File: src/rtl/seq_pkg.sv
// Shared constants for the serial pattern transmitter and its sequence-detector partner.
package seq_pkg;

    localparam logic [1:0] ST_IDLE  = 2'd0;
    localparam logic [1:0] ST_SHIFT = 2'd1;
    localparam logic [1:0] ST_GAP   = 2'd2;
    localparam logic [1:0] ST_DONE  = 2'd3;

    typedef enum logic [1:0] {
        IDLE  = ST_IDLE,
        SHIFT = ST_SHIFT,
        GAP   = ST_GAP,
        DONE  = ST_DONE
    } state_t;

    localparam int         DEF_PAT_W   = 4;
    localparam logic [3:0] DEF_PATTERN = 4'b1011;

endpackage

File: src/rtl/pat_shreg.sv
// Pattern shift register: parallel load, shift left with zero fill, MSB tap for the serial output.
module pat_shreg #(
    parameter int W = 4
) (
    input  logic         clk,
    input  logic         rst,
    input  logic         load,
    input  logic         shift,
    input  logic [W-1:0] load_val,
    output logic         msb
);

    logic [W-1:0] q;

    always_ff @(posedge clk or negedge rst) begin
        if (!rst) begin
            q <= '0;
        end else if (load) begin
            q <= load_val;
        end else if (shift) begin
            q <= {q[W-2:0], 1'b0};
        end
    end

    assign msb = q[W-1];

endmodule

File: src/rtl/seq_pattern_tx.sv
// Serial pattern transmitter: sends PATTERN MSB-first rep_cnt times with gap_len idle cycles between.
//
//  state | meaning
//  IDLE  | waiting for start; latches rep_cnt/gap_len and loads the pattern
//  SHIFT | pattern bit on out, frame high
//  GAP   | idle zeros between repetitions
//  DONE  | one-cycle done pulse, then back to IDLE
module seq_pattern_tx
    import seq_pkg::*;
#(
    parameter int             PAT_W   = DEF_PAT_W,
    parameter logic [PAT_W-1:0] PATTERN = PAT_W'(DEF_PATTERN),
    parameter int             REP_W   = 8,
    parameter int             GAP_W   = 4
) (
    input  logic             clk,
    input  logic             rst,
    input  logic             start,
    input  logic [REP_W-1:0] rep_cnt,
    input  logic [GAP_W-1:0] gap_len,
    output logic             out,
    output logic             frame,
    output logic             busy,
    output logic             done
);

    localparam int               BIT_W    = (PAT_W > 1) ? $clog2(PAT_W) : 1;
    localparam logic [BIT_W-1:0] BIT_LAST = BIT_W'(PAT_W - 1);

    state_t             state_q, state_d;
    logic [REP_W-1:0]   rep_left;
    logic [GAP_W-1:0]   gap_q;
    logic [GAP_W-1:0]   gap_cnt;
    logic [BIT_W-1:0]   bit_cnt;
    logic               load, shift, msb;

    pat_shreg #(.W(PAT_W)) u_shreg (
        .clk      (clk),
        .rst      (rst),
        .load     (load),
        .shift    (shift),
        .load_val (PATTERN),
        .msb      (msb)
    );

    always_ff @(posedge clk or negedge rst) begin
        if (!rst) begin
            state_q <= IDLE;
        end else begin
            state_q <= state_d;
        end
    end

    always_comb begin
        state_d = state_q;
        load    = 1'b0;
        shift   = 1'b0;
        out     = 1'b0;
        frame   = 1'b0;
        busy    = 1'b1;
        done    = 1'b0;
        case (state_q)
            IDLE: begin
                busy = 1'b0;
                if (start) begin
                    load    = 1'b1;
                    state_d = (rep_cnt != '0) ? SHIFT : DONE;
                end
            end
            SHIFT: begin
                out   = msb;
                frame = 1'b1;
                shift = 1'b1;
                if (bit_cnt == '0) begin
                    if (rep_left == REP_W'(1)) begin
                        state_d = DONE;
                    end else if (gap_q == '0) begin
                        load = 1'b1;
                    end else begin
                        state_d = GAP;
                    end
                end
            end
            GAP: begin
                if (gap_cnt == '0) begin
                    load    = 1'b1;
                    state_d = SHIFT;
                end
            end
            DONE: begin
                done    = 1'b1;
                state_d = IDLE;
            end
            default: state_d = IDLE;
        endcase
    end

    // Transfer parameters are captured once so later input changes cannot disturb a running burst.
    always_ff @(posedge clk or negedge rst) begin
        if (!rst) begin
            rep_left <= '0;
            gap_q    <= '0;
            gap_cnt  <= '0;
            bit_cnt  <= '0;
        end else begin
            case (state_q)
                IDLE: begin
                    if (start) begin
                        rep_left <= rep_cnt;
                        gap_q    <= gap_len;
                        bit_cnt  <= BIT_LAST;
                    end
                end
                SHIFT: begin
                    if (bit_cnt == '0) begin
                        rep_left <= rep_left - REP_W'(1);
                        bit_cnt  <= BIT_LAST;
                        if (gap_q != '0) begin
                            gap_cnt <= gap_q - GAP_W'(1);
                        end
                    end else begin
                        bit_cnt <= bit_cnt - BIT_W'(1);
                    end
                end
                GAP: begin
                    if (gap_cnt != '0) begin
                        gap_cnt <= gap_cnt - GAP_W'(1);
                    end
                end
                default: ;
            endcase
        end
    end

endmodule

File: config.mk
export PLATFORM = sky130hd
export DESIGN_NAME = seq_pattern_tx
export DESIGN_NICKNAME = d
export VERILOG_FILES = /design/src/rtl/seq_pkg.sv /design/src/rtl/pat_shreg.sv /design/src/rtl/seq_pattern_tx.sv
export SDC_FILE = /design/constraint.sdc
export NUM_CORES = 1
export LEC_CHECK = 0
export CAP_MARGIN = 20
export CORE_MARGIN = 8
export CORE_UTILIZATION = 40
export DETAILED_ROUTE_END_ITERATION = 8
export PLACE_DENSITY = 0.69
export SETUP_SLACK_MARGIN = 0.1
export SLEW_MARGIN = 10
export SYNTH_ARGS = -nofsm -noshare
export SYNTH_HDL_FRONTEND = slang
export SYNTH_SLANG_ARGS = --single-unit
File: constraint.sdc
create_clock -name clk -period 2.05 [get_ports clk]
set_clock_uncertainty 0.15 [all_clocks]
set_input_delay 0.3075 -clock clk [delete_from_list [all_inputs] [get_ports clk]]
set_output_delay 0.3075 -clock clk [all_outputs]
set_load 0.01 [all_outputs]
# ---- Yosys cells after proc, flatten, opt, wreduce, memory -nomap -nowiden
# Index checks and enable logic that the tools add are counted.
# Widths: inputs -> output; s select.
dict set report word_totals {
  output_inout_bits 4
  elab_cells 64
  inputBits 15
  register_bits 24
}
dict set report classes {
  n_eq_ne 10
  reduce_logical 15
  add_sub_neg 4
  mux 29
}
# operator count
set ops {}
lappend ops {{$mux 4} 5}
lappend ops {{$mux 2} 8}
lappend ops {{$mux 8} 2}
lappend ops {{$pmux 8 s2} 1}
lappend ops {{$ne 2x2->1 const B} 5}
lappend ops {{$mux 1} 9}
lappend ops {{$eq 8x1->1 const B} 1}
lappend ops {{$logic_not 4->1} 2}
lappend ops {{$pmux 2 s4} 1}
lappend ops {{$pmux 4 s2} 1}
lappend ops {{$reduce_and 4->1} 2}
lappend ops {{$reduce_bool 4->1} 2}
lappend ops {{$reduce_bool 8->1} 1}
lappend ops {{$sub 4x1->4 const B} 2}
lappend ops {{$sub 8x1->8 const B} 1}
lappend ops {{$reduce_bool 2->1} 3}
lappend ops {{$eq 2x2->1 const B} 2}
lappend ops {{$logic_not 2->1} 2}
lappend ops {{$pmux 2 s2} 1}
lappend ops {{$reduce_and 2->1} 2}
lappend ops {{$ne 3x3->1 const B} 1}
lappend ops {{$pmux 1 s3} 1}
lappend ops {{$reduce_and 3->1} 1}
lappend ops {{$eq 2x1->1 const B} 1}
lappend ops {{$sub 2x1->2 const B} 1}

# ---- Longest topological paths before layout
# Gate-level depths: netlist (run 1).
dict set report depth {
  ltp_word 6
  mapped_depth 7
  depth_no_buf 6
}

# ---- Modules after synthesis
# From an unflattened synthesis (run 1), not the netlist that was laid out.
dict set report hier_totals {
  cells_unflattened 143
  hier_area_um2 1408.9
}
# mod n_inst cells_each area_each_um2
set modules_own_cells {}
lappend modules_own_cells {seq_pattern_tx 1 128 1239.9}
lappend modules_own_cells {pat_shreg 1 15 168.9}

# ---- Worst setup path after synthesis (run 1)
# No wires, ideal clock.
dict set report synth_timing {
  kind {flip-flop to flip-flop}
  from {register rep_left[0]}
  to {register rep_left[6]}
  path_buffers 0
  path_slack_ps 127
  arrival_time_ps 1651
  stages_incl_launch_ff 7
  cell_sequence {dfrtp_1 -> inv_1 -> ha_1 -> or3b_1 -> or3_1 -> o22a_1 -> o22a_1}
}
dict set report synth_between {
  elab_chain_cells 3
}
# item line
set synth_lines {}
lappend synth_lines {{start, declared} seq_pattern_tx.sv:31} ;# logic [REP_W-1:0] rep_left;
lappend synth_lines {{start signal, assigned} seq_pattern_tx.sv:109} ;# rep_left <= rep_cnt;
lappend synth_lines {{start signal, assigned} seq_pattern_tx.sv:116} ;# rep_left <= rep_left - REP_W'(1);
lappend synth_lines {{$sub 8x1->8} seq_pattern_tx.sv:116}
lappend synth_lines {{$mux 8} seq_pattern_tx.sv:115} ;# if (bit_cnt == '0) begin
lappend synth_lines {{$pmux 8 s2} seq_pattern_tx.sv:106} ;# case (state_q)
# No other way between the ends. The select of a mux whose other input is x is not followed.
# A chain may end at the register's enable or synchronous reset.

# ---- Worst setup path after layout (run 1)
dict set report layout_timing {
  from {register rep_left[1]}
  to {register rep_left[6]}
}
# Same word-level chain as after synthesis.

==> results of run 1 <==
-- per-layer routing --
layer	global-route usage [%]	routed length (um)
met5	0	0
met4	5.870	61
met3	2.022	198
met2	20.52	1600
met1	15.95	1517
-- kinds of logic after synthesis --
family                     Yosys count  share of synthesized area, %
AOI/OAI and AO/OA                   41                         20.27
adders and majority gates            4                         3.653
buffers and inverters               13                         3.744
DFF                                 24                         43.84
muxes                                8                         6.301
and+or+nand+nor                     57                         22.19
-- worst register-to-register path: stages, from the launching register on --
cell	delay (ps)
dfrtp_1	440
inv_2	90
ha_4	130
or3b_4	380
or3_4	340
o22a_1	190
o22a_1	170
-- power by group --
group | switching (mW) | internal [mW]
combinational | 0.704 | 0.683
clock | 0.147 | 0.109
sequential | 0.248 | 0.715
-- registers in the layout, summed over array words and instances, names as in the netlist --
signal and count:
gap_cnt 4, gap_q 4, state_q 2, u_shreg.q 4
bit_cnt 2, rep_left 8
-- area by class of cell --
type                            count  area [um^2]  share of cell area [%]
Multi-Input combinational cell    110        772.0                   43.57
Timing Repair Buffer               31        274.0                   15.47
Sequential cell                    24        603.1                   34.04
Clock buffer                        4        36.28                   2.048
Inverter                            7        28.78                   1.624
Tap cell                           46        57.56                   3.249
-- repair_timing --
action	CTS	global route
gates cloned	0	0
gates resized for setup	10	10
setup endpoints to repair	8	11
pin swaps	1	1
setup buffers	1	2
-- cell usage after synthesis (2+ instances only) --
cell type / n
dfrtp_1: 24
nand2_1: 17
a21oi_1: 14
nor2_1: 11
inv_1: 6
mux2_2: 5
nand2b_1: 5
clkbuf_1: 4
ha_1: 4
nor4_1: 4
o21ai_0: 4
o22a_1: 4
o22ai_1: 4
a2bb2oi_1: 3
mux2i_1: 3
nand3_1: 3
or3_1: 3
a211oi_1: 2
and2_1: 2
buf_2: 2
nor3_1: 2
o21ai_1: 2
or4_1: 2
-- path summary, 6_finish.rpt --
| kind | from | to | slack, ps | cells past startpoint |
|---|---|---|---|---|
| max | rep_left[1] | rep_left[6] | 90 | 6 |
| min | rst | rep_left[2] | 180 | 2 |
| max reg2reg | rep_left[1] | rep_left[6] | 90 | 6 |
| min reg2reg | u_shreg.q[0] | u_shreg.q[0] | 350 | 2 |
| max in group asynchronous | rst | rep_left[3] | 1310 | 2 |
| min in group clk | u_shreg.q[0] | u_shreg.q[0] | 350 | 2 |
-- metrics by stage --
step	cells	hold slack (ps)	util, %
4_1_cts	220	194.6	51.85
3_3_place_gp	215	309.3	50.08
5_1_grt	222	208.6	53.51
6_report	222	181.6	53.51
3_5_place_dp	215	318.5	50.08
2_1_floorplan	147	-138.1	-
==> summary.md, run 1 <==
| Metric | Value |
|---|---|
| Yosys reg bits | 24 |
| Die ar. | 5554 um^2 |
| Routed WL per cell | 15.21 um |
| Slew HR | 72.54% |
| Slowest cell on crit path | dfrtp_1 |
| Layout area overhead | 29.32% |
| RD Place Congestion | 0.7883 |
| Cts hold-fix bufs | 0 |
| Total Wirelength | 3.377 mm |
| Crit-path most repeated cell | o22a_1 |
| CP top delay family | simple AND/OR/NAND/NOR gates |
| Tot GR Track Use | 12.66% |
| Synth top area cells | dfrtp_1, a21oi_1, nand2_1, mux2_2, ha_1 |
| First-pass GRT wire length | 5.451 mm |
| Vias per cell | 5.441 |
| Asr flop ratio synth | 100.0% |
| CP cell instances | inv_2 -> ha_4 -> or3b_4 -> or3_4 -> o22a_1 -> o22a_1 |
| Status | finished, final reports clean |
| Setup ws final | 86.47 ps |
| Total grt overflow | 0 |
| Max-Cap Viols | 0 |
| Seq/Total Area, Yosys | 43.84% |
| DRC viols | 0 |
| Boundary pin count | 19 |
| Syn Inst Count | 147 |
| Drt first pass iters | 4 |
| Arr. time, crit path | 2040 ps |
| Die H | 74.53 um |
| Core area | 3311 um^2 |
| Fill cells | 312 |
| Commonest non-fill, non-tap cell in the layout | dfrtp_1 |
| CTS HTree Levels | 1 |
| Row cnt | 21 |
| I/O Buffers | 18 |
| Pins Over Slew Limit | 0 |
| Initial antenna violation count | 0 |
| Net count after synthesis | 166 |
| Vias | 1208 |
| Mapped cell area | 1370 um^2 |
| Commonest non-fill, non-tap cells in the layout | dfrtp_1, nand2_1, clkdlybuf4s50_1 |
| Avg Cell Area, Syn | 9.320 um^2 |
| CP startpoint kind | flip-flop |
| Maximum VDD drop | 0.0005077 V |
| CP max FO | 4 |
| Final Hold Fails | 0 |
| Synth unique cells | 40 |
| Ys Warns | 0 |
| Min-delay worst type | primary input to asynchronous set/reset pin |
| Design area | 1772 um^2 |
| CP max stage delay | 440 ps |
| Crit share post-route | 95.78% |
| PD cells | 1471 nW/um^2 |
| Final Power | 2.606 mW |
| EDFF count, synth | 0 |
| # clock sinks | 24 |
| CP Buf/Inv Count | 1 |
| CTS root buffer | clkbuf_4 |
| Worst slack, placed | 29.58 ps |
| Yosys top cell area share | 43.84% |
| Diode count | 0 |
| Die extent in x | 74.53 um |
| Setup TNS | 0 ps |
| Pin count of the biggest net entering global routing | 25 |
| Slew of the pin with the lowest slew margin | 408.1 ps |
| Clock latency on the worst-skew pair | 320 ps |
| Nets | 196 |
| DRT antenna net count | 0 |
| Crit path kind | flip-flop to flip-flop |
| Placed cell areas | 1658 um^2 |
| Maximum clock rate | 509.3 MHz |
| WP data required | 2120 ps |
| Detailed Route Iter0 Violations | 75 |
| Vias in the first global route | 1146 |
| Most area-hungry cell type in the Yosys netlist | dfrtp_1 |
| Initial Util | 41.38% |
| Fin crit period | 1964 ps |
| Crit. End Element | flip-flop |
| CTS tree | yes |
| Hpwl dp | 2.429 mm |
| Top FF cell, synth | dfrtp_1 |
| Clock Path Buffers | 2 |
| Num CTS Buffers | 3 |
| RSZ-0062 raised after global routing | yes |
| # setup viols final | 0 |
| Clock-pin slew on the worst setup and hold paths | 140 ps |
| Ratio of cells with drive above 1 in the final layout | 21.59% |
| Leakage | 0.7382 nW |
(Power assumes the default switching activity.)
==> run 2, diff against run 1 <==
--- a/config.mk
+++ b/config.mk
@@ -9,7 +9,7 @@
 export CORE_MARGIN = 8
 export CORE_UTILIZATION = 40
 export DETAILED_ROUTE_END_ITERATION = 8
-export PLACE_DENSITY = 0.69
+export PLACE_DENSITY = 0.66
 export SETUP_SLACK_MARGIN = 0.1
 export SLEW_MARGIN = 10
 export SYNTH_ARGS = -nofsm -noshare
==> constraint.sdc (replaced) <==
create_clock -name clk -period 1.9 [get_ports clk]
set_clock_uncertainty 0.15 [all_clocks]
set_input_delay 0.285 -clock clk [delete_from_list [all_inputs] [get_ports clk]]
set_output_delay 0.285 -clock clk [all_outputs]
set_load 0.01 [all_outputs]
==> summary.md, run 2 (same netlist as run 1, synthesis figures left out) <==
| Metric | Value |
|---|---|
| Vias per cell | 5.517 (was 5.441) |
| CP startpoint kind | flip-flop (unchanged) |
| Slew of the pin with the lowest slew margin | 506.9 ps (was 408.1 ps) |
| First-pass GRT wire length | 5.796 mm (was 5.451 mm) |
| Leakage | 0.7988 nW (was 0.7382 nW) |
| Clock latency on the worst-skew pair | 320 ps (about the same) |
| Commonest non-fill, non-tap cell in the layout | dfrtp_1 (unchanged) |
| Pins Over Slew Limit | 0 (unchanged) |
| Crit path from | rep_left[3] (was rep_left[1]) |
| Setup TNS | -45.99 ps (was 0 ps) |
| PD cells | 1627 nW/um^2 (was 1471 nW/um^2) |
| Top Metal Used | met4 (unchanged) |
| Combinational fraction of design power | 58.4% (was 53.2%) |
| Maximum clock rate | 518.3 MHz (was 509.3 MHz) |
| DRC viols | 0 (unchanged) |
| Crit path kind | flip-flop to flip-flop (unchanged) |
| Routed WL per cell | 14.69 um (was 15.21 um) |
| Total Wirelength | 3.438 mm (was 3.377 mm) |
| Commonest non-fill, non-tap cells in the layout | dfrtp_1, buf_4, nand2_1 (was dfrtp_1, nand2_1, clkdlybuf4s50_1) |
| Row cnt | 21 (unchanged) |
| Design area | 1894 um^2 (was 1772 um^2) |
| Status | complete, but fails checks (was finished, final reports clean) |
| Failing checks | negative setup slack |
| Cells on worst reg2reg path | 4 (was 6) |
| CP max stage delay | 550 ps (was 440 ps) |
| Final Power | 3.083 mW (was 2.606 mW) |
| Share of power burned in the clock network | 9.1% (was 9.8%) |
| Core area | 3311 um^2 (unchanged) |
| Nets | 208 (was 196) |
| Layout area overhead | 38.27% (was 29.32%) |
| Crit share post-route | 101.5% (was 95.78%) |
| WP data required | 1980 ps (was 2120 ps) |
| Fill cells | 283 (was 312) |
| Detailed Route Iter0 Violations | 117 (was 75) |
| Sw Share | 41.23% (was 42.19%) |
| Die extent in x | 74.53 um (unchanged) |
| Net switching power | 1.271 mW (was 1.099 mW) |
| CP cell instances | or4_4 -> or4b_1 -> o21ai_1 -> a21oi_1 (was inv_2 -> ha_4 -> or3b_4 -> or3_4 -> o22a_1 -> o22a_1) |
| # clock sinks | 24 (unchanged) |
| Drt first pass iters | 4 (unchanged) |
| Maximum VDD drop | 0.0005856 V (was 0.0005077 V) |
| CTS root buffer | clkbuf_4 (unchanged) |
| Ratio of cells with drive above 1 in the final layout | 29.79% (was 21.59%) |
| Tot GR Track Use | 13.39% (was 12.66%) |
| Flop pwr share | 32.6% (was 37.0%) |
| Num CTS Buffers | 3 (unchanged) |
| Max FFs per register | 8 (unchanged) |
| Clock Path Buffers | 2 (unchanged) |
| Fin crit period | 1929 ps (was 1964 ps) |
| Clock-pin slew on the worst setup and hold paths | 140 ps (about the same) |
| Arr. time, crit path | 2010 ps (was 2040 ps) |
| RSZ-0062 raised after global routing | yes (unchanged) |
| Total grt overflow | 0 (unchanged) |
| Metal3 WL | 156 um (was 198 um) |
| Max-Cap Viols | 0 (unchanged) |
| I/O Buffers | 18 (unchanged) |
| Min-delay worst type | primary input to asynchronous set/reset pin (unchanged) |
| Wire length on met1 | 1.561 mm (was 1.517 mm) |
| Initial antenna violation count | 0 (unchanged) |
| Final Hold Fails | 0 (unchanged) |
| Placed cell areas | 1748 um^2 (was 1658 um^2) |
| Vias | 1291 (was 1208) |
| Area of the multi-input gates | 809.5 um^2 (was 772.0 um^2) |
| Vias in the first global route | 1272 (was 1146) |
| Die H | 74.53 um (unchanged) |
| FF-to-FF Start | rep_left[3] (was rep_left[1]) |
| # setup viols final | 2 (was 0) |
| Pin count of the biggest net entering global routing | 25 (unchanged) |
| Slew HR | 65.89% (was 72.54%) |
| CP max FO | 4 (unchanged) |
| Routed wl met2 | 1.651 mm (was 1.600 mm) |
| Diode count | 0 (unchanged) |
| Setup ws final | -29.33 ps (was 86.47 ps) |
| Boundary pin count | 19 (unchanged) |
| RD Place Congestion | 0.7954 (was 0.7883) |
| Initial Util | 41.38% (unchanged) |
| CTS HTree Levels | 1 (unchanged) |
| Hpwl dp | 2.538 mm (was 2.429 mm) |
| Register Area | 600.6 um^2 (was 603.1 um^2) |
| DRT antenna net count | 0 (unchanged) |
| Die ar. | 5554 um^2 (unchanged) |
| CTS tree | yes (unchanged) |
| Internal | 1.812 mW (was 1.507 mW) |
| Final Core Density | 57.22% (was 53.51%) |
| Crit. End Element | flip-flop (unchanged) |
| Largest Register | rep_left (unchanged) |
| Slowest cell on crit path | or4_4 (was dfrtp_1) |
-- run 2: changes by cell type in the layout (fill, tap and decap cells not counted), sizes merged --
cell / change
buf: +14
dlygate4sd2: -2
-- run 2: final cells by class --
cell class,count,share of cell area (%)
inverters,7,1.519
flip-flops and latches,24,31.70
repair buffers,43,19.09
well taps,46,3.038
multi-input cells,110,42.73
clock buffers,4,1.915
-- run 2: final timing paths --
path	to	slack (ps)
worst max register to register	rep_left[5]	-30
worst max-delay path	rep_left[5]	-30
max in group asynchronous	bit_cnt[1]	1220
worst min-delay path	rep_left[6]	140
worst min register to register	u_shreg.q[0]	350
min in group clk	u_shreg.q[0]	350
-- run 2: power groups by stage --
stage	clock (mW)	sequential [mW]	combinational [mW]
after CTS	0.290	0.987	1.66
after floorplan	0	0.954	0.991
after global routing	0.305	1.04	2.00
after detailed placement	0	0.981	1.61
after global placement	0	0.966	1.56
final	0.279	1.00	1.80
-- run 2: what timing repair did --
action                                  in CTS  in global routing
endpoints found under the setup margin      12                 18
cloned                                       0                  1
gates resized for setup                     18                 18
hold buffers                                 0                  0
setup buffers                                1                  1
hold endpoints to repair                     0                  0
pin swaps                                    2                  5
-- run 2: worst max-delay path: cells and delay by family (launching register included) --
kind | cells | cell delay [ps]
flip-flops | 1 | 470
AO/OA/AOI/OAI | 2 | 180
AND/OR/NAND/NOR | 2 | 1030
-- run 2: routing by layer --
layer / track usage, % / vias to the layer above
met1: 17.18 / 644
met3: 1.482 / 5
met4: 6.522 / 0
met2: 21.68 / 22
met5: 0 / -
li1: - / 620
-- run 2: per-stage QoR --
stage | hold WS (ps) | std cells | setup slack, ps
floorplan | -160.6 | 147 | -22.55
global placement | 308.9 | 227 | 14.15
detailed placement | 326.3 | 227 | -23.04
CTS | 154.4 | 232 | -37.82
global route | 182.6 | 234 | -77.82
finish | 138.9 | 234 | -29.33
==> edit 1 (config.mk and constraints of run 1) <==
Make the reset (`rst`) synchronous in 3 clocked blocks.
--- a/src/rtl/pat_shreg.sv
+++ b/src/rtl/pat_shreg.sv
@@ -13,5 +13,5 @@
     logic [W-1:0] q;
 
-    always_ff @(posedge clk or negedge rst) begin
+    always_ff @(posedge clk) begin
         if (!rst) begin
             q <= '0;
--- a/src/rtl/seq_pattern_tx.sv
+++ b/src/rtl/seq_pattern_tx.sv
@@ -44,5 +44,5 @@
     );
 
-    always_ff @(posedge clk or negedge rst) begin
+    always_ff @(posedge clk) begin
         if (!rst) begin
             state_q <= IDLE;
@@ -97,5 +97,5 @@
 
     // Transfer parameters are captured once so later input changes cannot disturb a running burst.
-    always_ff @(posedge clk or negedge rst) begin
+    always_ff @(posedge clk) begin
         if (!rst) begin
             rep_left <= '0;
Behaviour: differs if rst is asserted again (counterexample within 4 cycles, from zero or initial values and one cycle with rst low); with rst held inactive, the same outputs for 10 cycles.
==> edit 1 against run 1 <==
  * Final area down 5.9%
  * Worst setup slack better by 0.15 ns
  * Count of clock-buffer cells in the layout down 1
  * Synthesized cell count up 10%
  * Routed wire length up 3.8%
  * Sequential cell count unchanged
  * Synthesized area down 1.2%
Power is not compared: it rests on default switching activity, and its combinational part moved more than twofold at a synthesized area within 25%.
==> edit 1: results (changes against run 1) <==
- The final wirelength came to 3510 um (was 3380 um).
- DP Wirelength: 2630 um (was 2430 um)
- DP Cell Count: 224 (was 215)
- The non-filler instance count after layout was 229 (was 222).
- Pre-CTS setup slack: -0.0107 ns (was 0.0296 ns)
- The cell area after placement was 1600 um^2 (was 1660 um^2).
- Wire length of the first global-routing pass: 5940 um (was 5450 um)
- Mux contribution to synthesized area: 6.65% (was 6.30%)
- The total number of nets in the final design came to 203 (was 196).
- The share of synthesized cell area in full adder, half adder and majority cells is 3.70% (was 3.65%).
- The slowest cell on the critical path is sky130_fd_sc_hd__dfxtp_4 (was sky130_fd_sc_hd__dfrtp_1).
- Pin count of the biggest net entering global routing: 15 (was 25)
- The filler cell count was 337 (was 312).
* Largest incremental delay on the critical path: 0.41 ns (was 0.44 ns)
* Leading cell types by count after synthesis: sky130_fd_sc_hd__dfxtp_1, sky130_fd_sc_hd__nand2_1, sky130_fd_sc_hd__a21oi_1, sky130_fd_sc_hd__nor2_1, sky130_fd_sc_hd__o21ai_0 (was sky130_fd_sc_hd__dfrtp_1, sky130_fd_sc_hd__nand2_1, sky130_fd_sc_hd__a21oi_1, sky130_fd_sc_hd__nor2_1, sky130_fd_sc_hd__inv_1)
* Result of the run: finished clean (unchanged)
* Post-synthesis area per instance: 8.36 um^2 (was 9.32 um^2)
* Worst hold slack across all endpoints: 0.316 ns (was 0.182 ns)
- The proportion of layout cells with a drive suffix above 1 was 13.7% (was 21.6%).
- Along the worst hold path, the cell count comes to 2.
- The XOR/XNOR share of the synthesized area came to 0.647% (was 0%).
- Relative slew margins: 68.2% (was 72.5%)
* Number of nets in the synthesized netlist: 181 (was 166)
- The terminus of the critical flop-to-flop path is rep_left[2] (was rep_left[6]).
- The post-synthesis sequential area ratio came to 35.5% (was 43.8%).
- R2r startpoint: bit_cnt[0] (was rep_left[1])
* FFs w/ async S/R, synth: 0% (was 100%)
- Hold crit path type: flip-flop to flip-flop (was input port to async pin)
* Worst Path Max Fanout: 8 (was 4)
- Worst reg-to-reg setup slack: 0.25 ns (was 0.09 ns)
* Post-synth cell types: 45 (was 40)
- Sequential cell area: 488 um^2 (was 603 um^2)
- The total congestion overflow after global routing was 0 (unchanged).
* Compound-cell area share of the yosys netlist: 23.6% (was 20.3%)
* Worst path top cell family by delay: flip-flops (was simple AND/OR/NAND/NOR gates)
- Final weighted congestion in routability-driven placement: 0.929 (was 0.788)
* Via total after detailed routing: 1308 (was 1208)
- The number of antenna repair diodes is 0 (unchanged).
## edit 1: changes by cell type in the layout (fill, tap and decap cells not counted), moves of 5 or more
cell                      before  now
sky130_fd_sc_hd__mux2_2        5    0
sky130_fd_sc_hd__o21ai_0       4   10
sky130_fd_sc_hd__dfrtp_1      22    0
sky130_fd_sc_hd__dfxtp_1       0   22
sky130_fd_sc_hd__mux2i_1       3    9
## edit 1: worst max path at each step
stage / startpoint / to / slack [ns] / cells after the start
2_1_floorplan: state_q[0] / gap_cnt[2] / 0.34 / 6
3_3_place_gp: start / gap_q[3] / 0.07 / 5
3_5_place_dp: start / gap_q[2] / -0.01 / 5
4_1_cts: state_q[0] / gap_cnt[2] / 0.16 / 5
5_1_grt: bit_cnt[0] / rep_left[2] / 0.06 / 6
6_report: state_q[1] / out / 0.24 / 4
## edit 1: logic make-up after synthesis
group           Yosys count
simple gates             58
compound gates           48
flops                    24
buf+inv                  18
mux                       9
fa+ha+maj                 4
xor+xnor                  1
## edit 1: where the power goes
part	internal, mW	switching [mW]
Sequential	0.527	0.0660
Combinational	0.212	0.243
Clock	0.198	0.147
Total	0.937	0.456
## edit 1: layout make-up
class,instances,area share (%)
multi-input combinational,120,47.8
sequential,24,29.3
timing repair buffer,27,14.6
tap,46,3.45
clock inverter,1,1.80
inverter,8,1.80
clock buffer,3,1.35
## edit 1: layer usage
layer / wire length [um] / share of wire [%] / global-route usage, %
met1: 1550 / 44 / 15.6
met3: 182 / 5.2 / 2.56
met2: 1720 / 49 / 24.7
met5: 0 / 0 / 0
met4: 51 / 1.5 / 5.54
## edit 1: repair_timing
action	CTS	global route
pin swaps	0	0
setup endpoints to repair	5	9
gates cloned	0	0
gates resized for setup	8	3
buffers inserted	1	0
hold endpoints to repair	0	0
==> edit 2 (config.mk and constraints of run 1) <==
Made on the original files. `DEF_PAT_W`: 4 -> 8.
--- a/src/rtl/seq_pkg.sv
+++ b/src/rtl/seq_pkg.sv
@@ -14,5 +14,5 @@
     } state_t;
 
-    localparam int         DEF_PAT_W   = 4;
+    localparam int         DEF_PAT_W   = 8;
     localparam logic [3:0] DEF_PATTERN = 4'b1011;
 
Check against the original RTL: not equivalent (Yosys sat finds a counterexample within 4 cycles, from zero or initial values and one cycle with rst low).
==> edit 2 against run 1 <==
  * Worst setup slack better by 0.0081 ns
  * Final area grew 20%
  * Sequential cell count grew 5
  * Core utilization grew 0.93 points
  * Combinational power increased by 17%
  * Count of clock-buffer cells in the layout up 1
  * Worst hold slack better by 0.064 ns
  * Synthesized area is 16% higher
  * Sequential power is 12% higher
  * Non-clock buffer count grew 9
  * Power grew 22%
  * Routed wire length grew 19%
  * Largest cell class unchanged
==> edit 2: results (changes against run 1) <==
- Average wire per standard cell: 15.8 um (was 15.2 um)
* Total track usage: 13.5% (was 12.7%)
- Arrival time of data at the critical path endpoint: 1.50 ns (was 2.04 ns)
- Result of the run: finished clean (unchanged).
- The cell total after placement was 237 (was 215).
- The switching power came to 1.28 mW (was 1.10 mW).
* Static leakage power: 0.922 nW (was 0.738 nW)
- The terminus of the critical flop-to-flop path was gap_cnt[2] (was rep_left[6]).
* Proportion of layout cells with a drive suffix above 1: 27.1% (was 21.6%)
* Metal2 WL: 2080 um (was 1600 um)
* Crit path capture: out (was rep_left[6])
- The HPWL after detailed placement was 2770 um (was 2430 um).
- Leading cell types by count after synthesis: sky130_fd_sc_hd__dfrtp_1, sky130_fd_sc_hd__nand2_1, sky130_fd_sc_hd__a21oi_1, sky130_fd_sc_hd__o22a_1, sky130_fd_sc_hd__nor2_1 (was sky130_fd_sc_hd__dfrtp_1, sky130_fd_sc_hd__nand2_1, sky130_fd_sc_hd__a21oi_1, sky130_fd_sc_hd__nor2_1, sky130_fd_sc_hd__inv_1).
* Worst Path Max Fanout: 3 (was 4)
* Final weighted congestion in routability-driven placement: 0.723 (was 0.788)
* Post-Route M1 WL: 1670 um (was 1520 um)
* Wire length of the first global-routing pass: 6640 um (was 5450 um)
- Met3 WL: 157 um (was 198 um)
* Worst hold slack across all endpoints: 0.246 ns (was 0.182 ns)
* Critical Path Start: state_q[0] (was rep_left[1])
* Number of nets in the synthesized netlist: 182 (was 166)
* Top post-synthesis cells by area: sky130_fd_sc_hd__dfrtp_1, sky130_fd_sc_hd__o22a_1, sky130_fd_sc_hd__nand2_1 (was sky130_fd_sc_hd__dfrtp_1, sky130_fd_sc_hd__a21oi_1, sky130_fd_sc_hd__nand2_1)
- Worst-path clk slew: 0.07 ns (was 0.14 ns)
* Clk_lat worst skew: 0.29 ns (was 0.32 ns)
* Post-synthesis area per instance: 9.82 um^2 (was 9.32 um^2)
* Nets@finish: 222 (was 196)
edit 2: cell families after synthesis:
group	Yosys count	synth area share, %
adders and majority gates	5	3.93
DFF	29	45.6
AOI/OAI and AO/OA	43	20.3
buffers and inverters	13	3.14
and+or+nand+nor	65	22.2
muxes	7	4.80
edit 2: what timing repair did:
action | in CTS | in global routing
pin swaps | 3 | 2
setup endpoints to repair | 18 | 23
gates resized for setup | 14 | 9
setup buffers | 7 | 1
edit 2: per-stage QoR:
step / util, % / instance area (um^2)
floorplan: - / 1590
global placement: 48.8 / 1910
detailed placement: 48.8 / 1910
CTS: 53.5 / 2090
global route: 54.4 / 2130
finish: 54.4 / 2130
edit 2: worst max-delay path, cell delays in order (launching register included):
cell,delay (ns)
sky130_fd_sc_hd__dfrtp_2,0.45
sky130_fd_sc_hd__buf_4,0.16
sky130_fd_sc_hd__nand2b_1,0.10
sky130_fd_sc_hd__inv_1,0.07
sky130_fd_sc_hd__and2_1,0.15
sky130_fd_sc_hd__dlygate4sd2_1,0.28
edit 2: final cells by class:
class | instances | share of cell area [%]
multi-input combinational | 120 | 41.5
sequential | 29 | 34.2
timing repair buffer | 40 | 16.3
clock buffer | 5 | 3.23
tap | 50 | 2.94
inverter | 6 | 1.06
clock inverter | 3 | 0.822
edit 2: per-layer routing:
metal	vias to the layer above	track usage, %
li1	673	-
met1	678	14.9
met2	22	23.1
met3	8	4.06
met4	0	6.30
met5	-	0
edit 2: power by group through the flow:
stage,Combinational [mW],Clock (mW),Sequential (mW)
2_1_floorplan,0.982,0,1.03
3_3_place_gp,1.35,0,1.06
3_5_place_dp,1.45,0,1.08
4_1_cts,1.57,0.480,1.06
5_1_grt,1.80,0.504,1.11
6_report,1.63,0.465,1.08
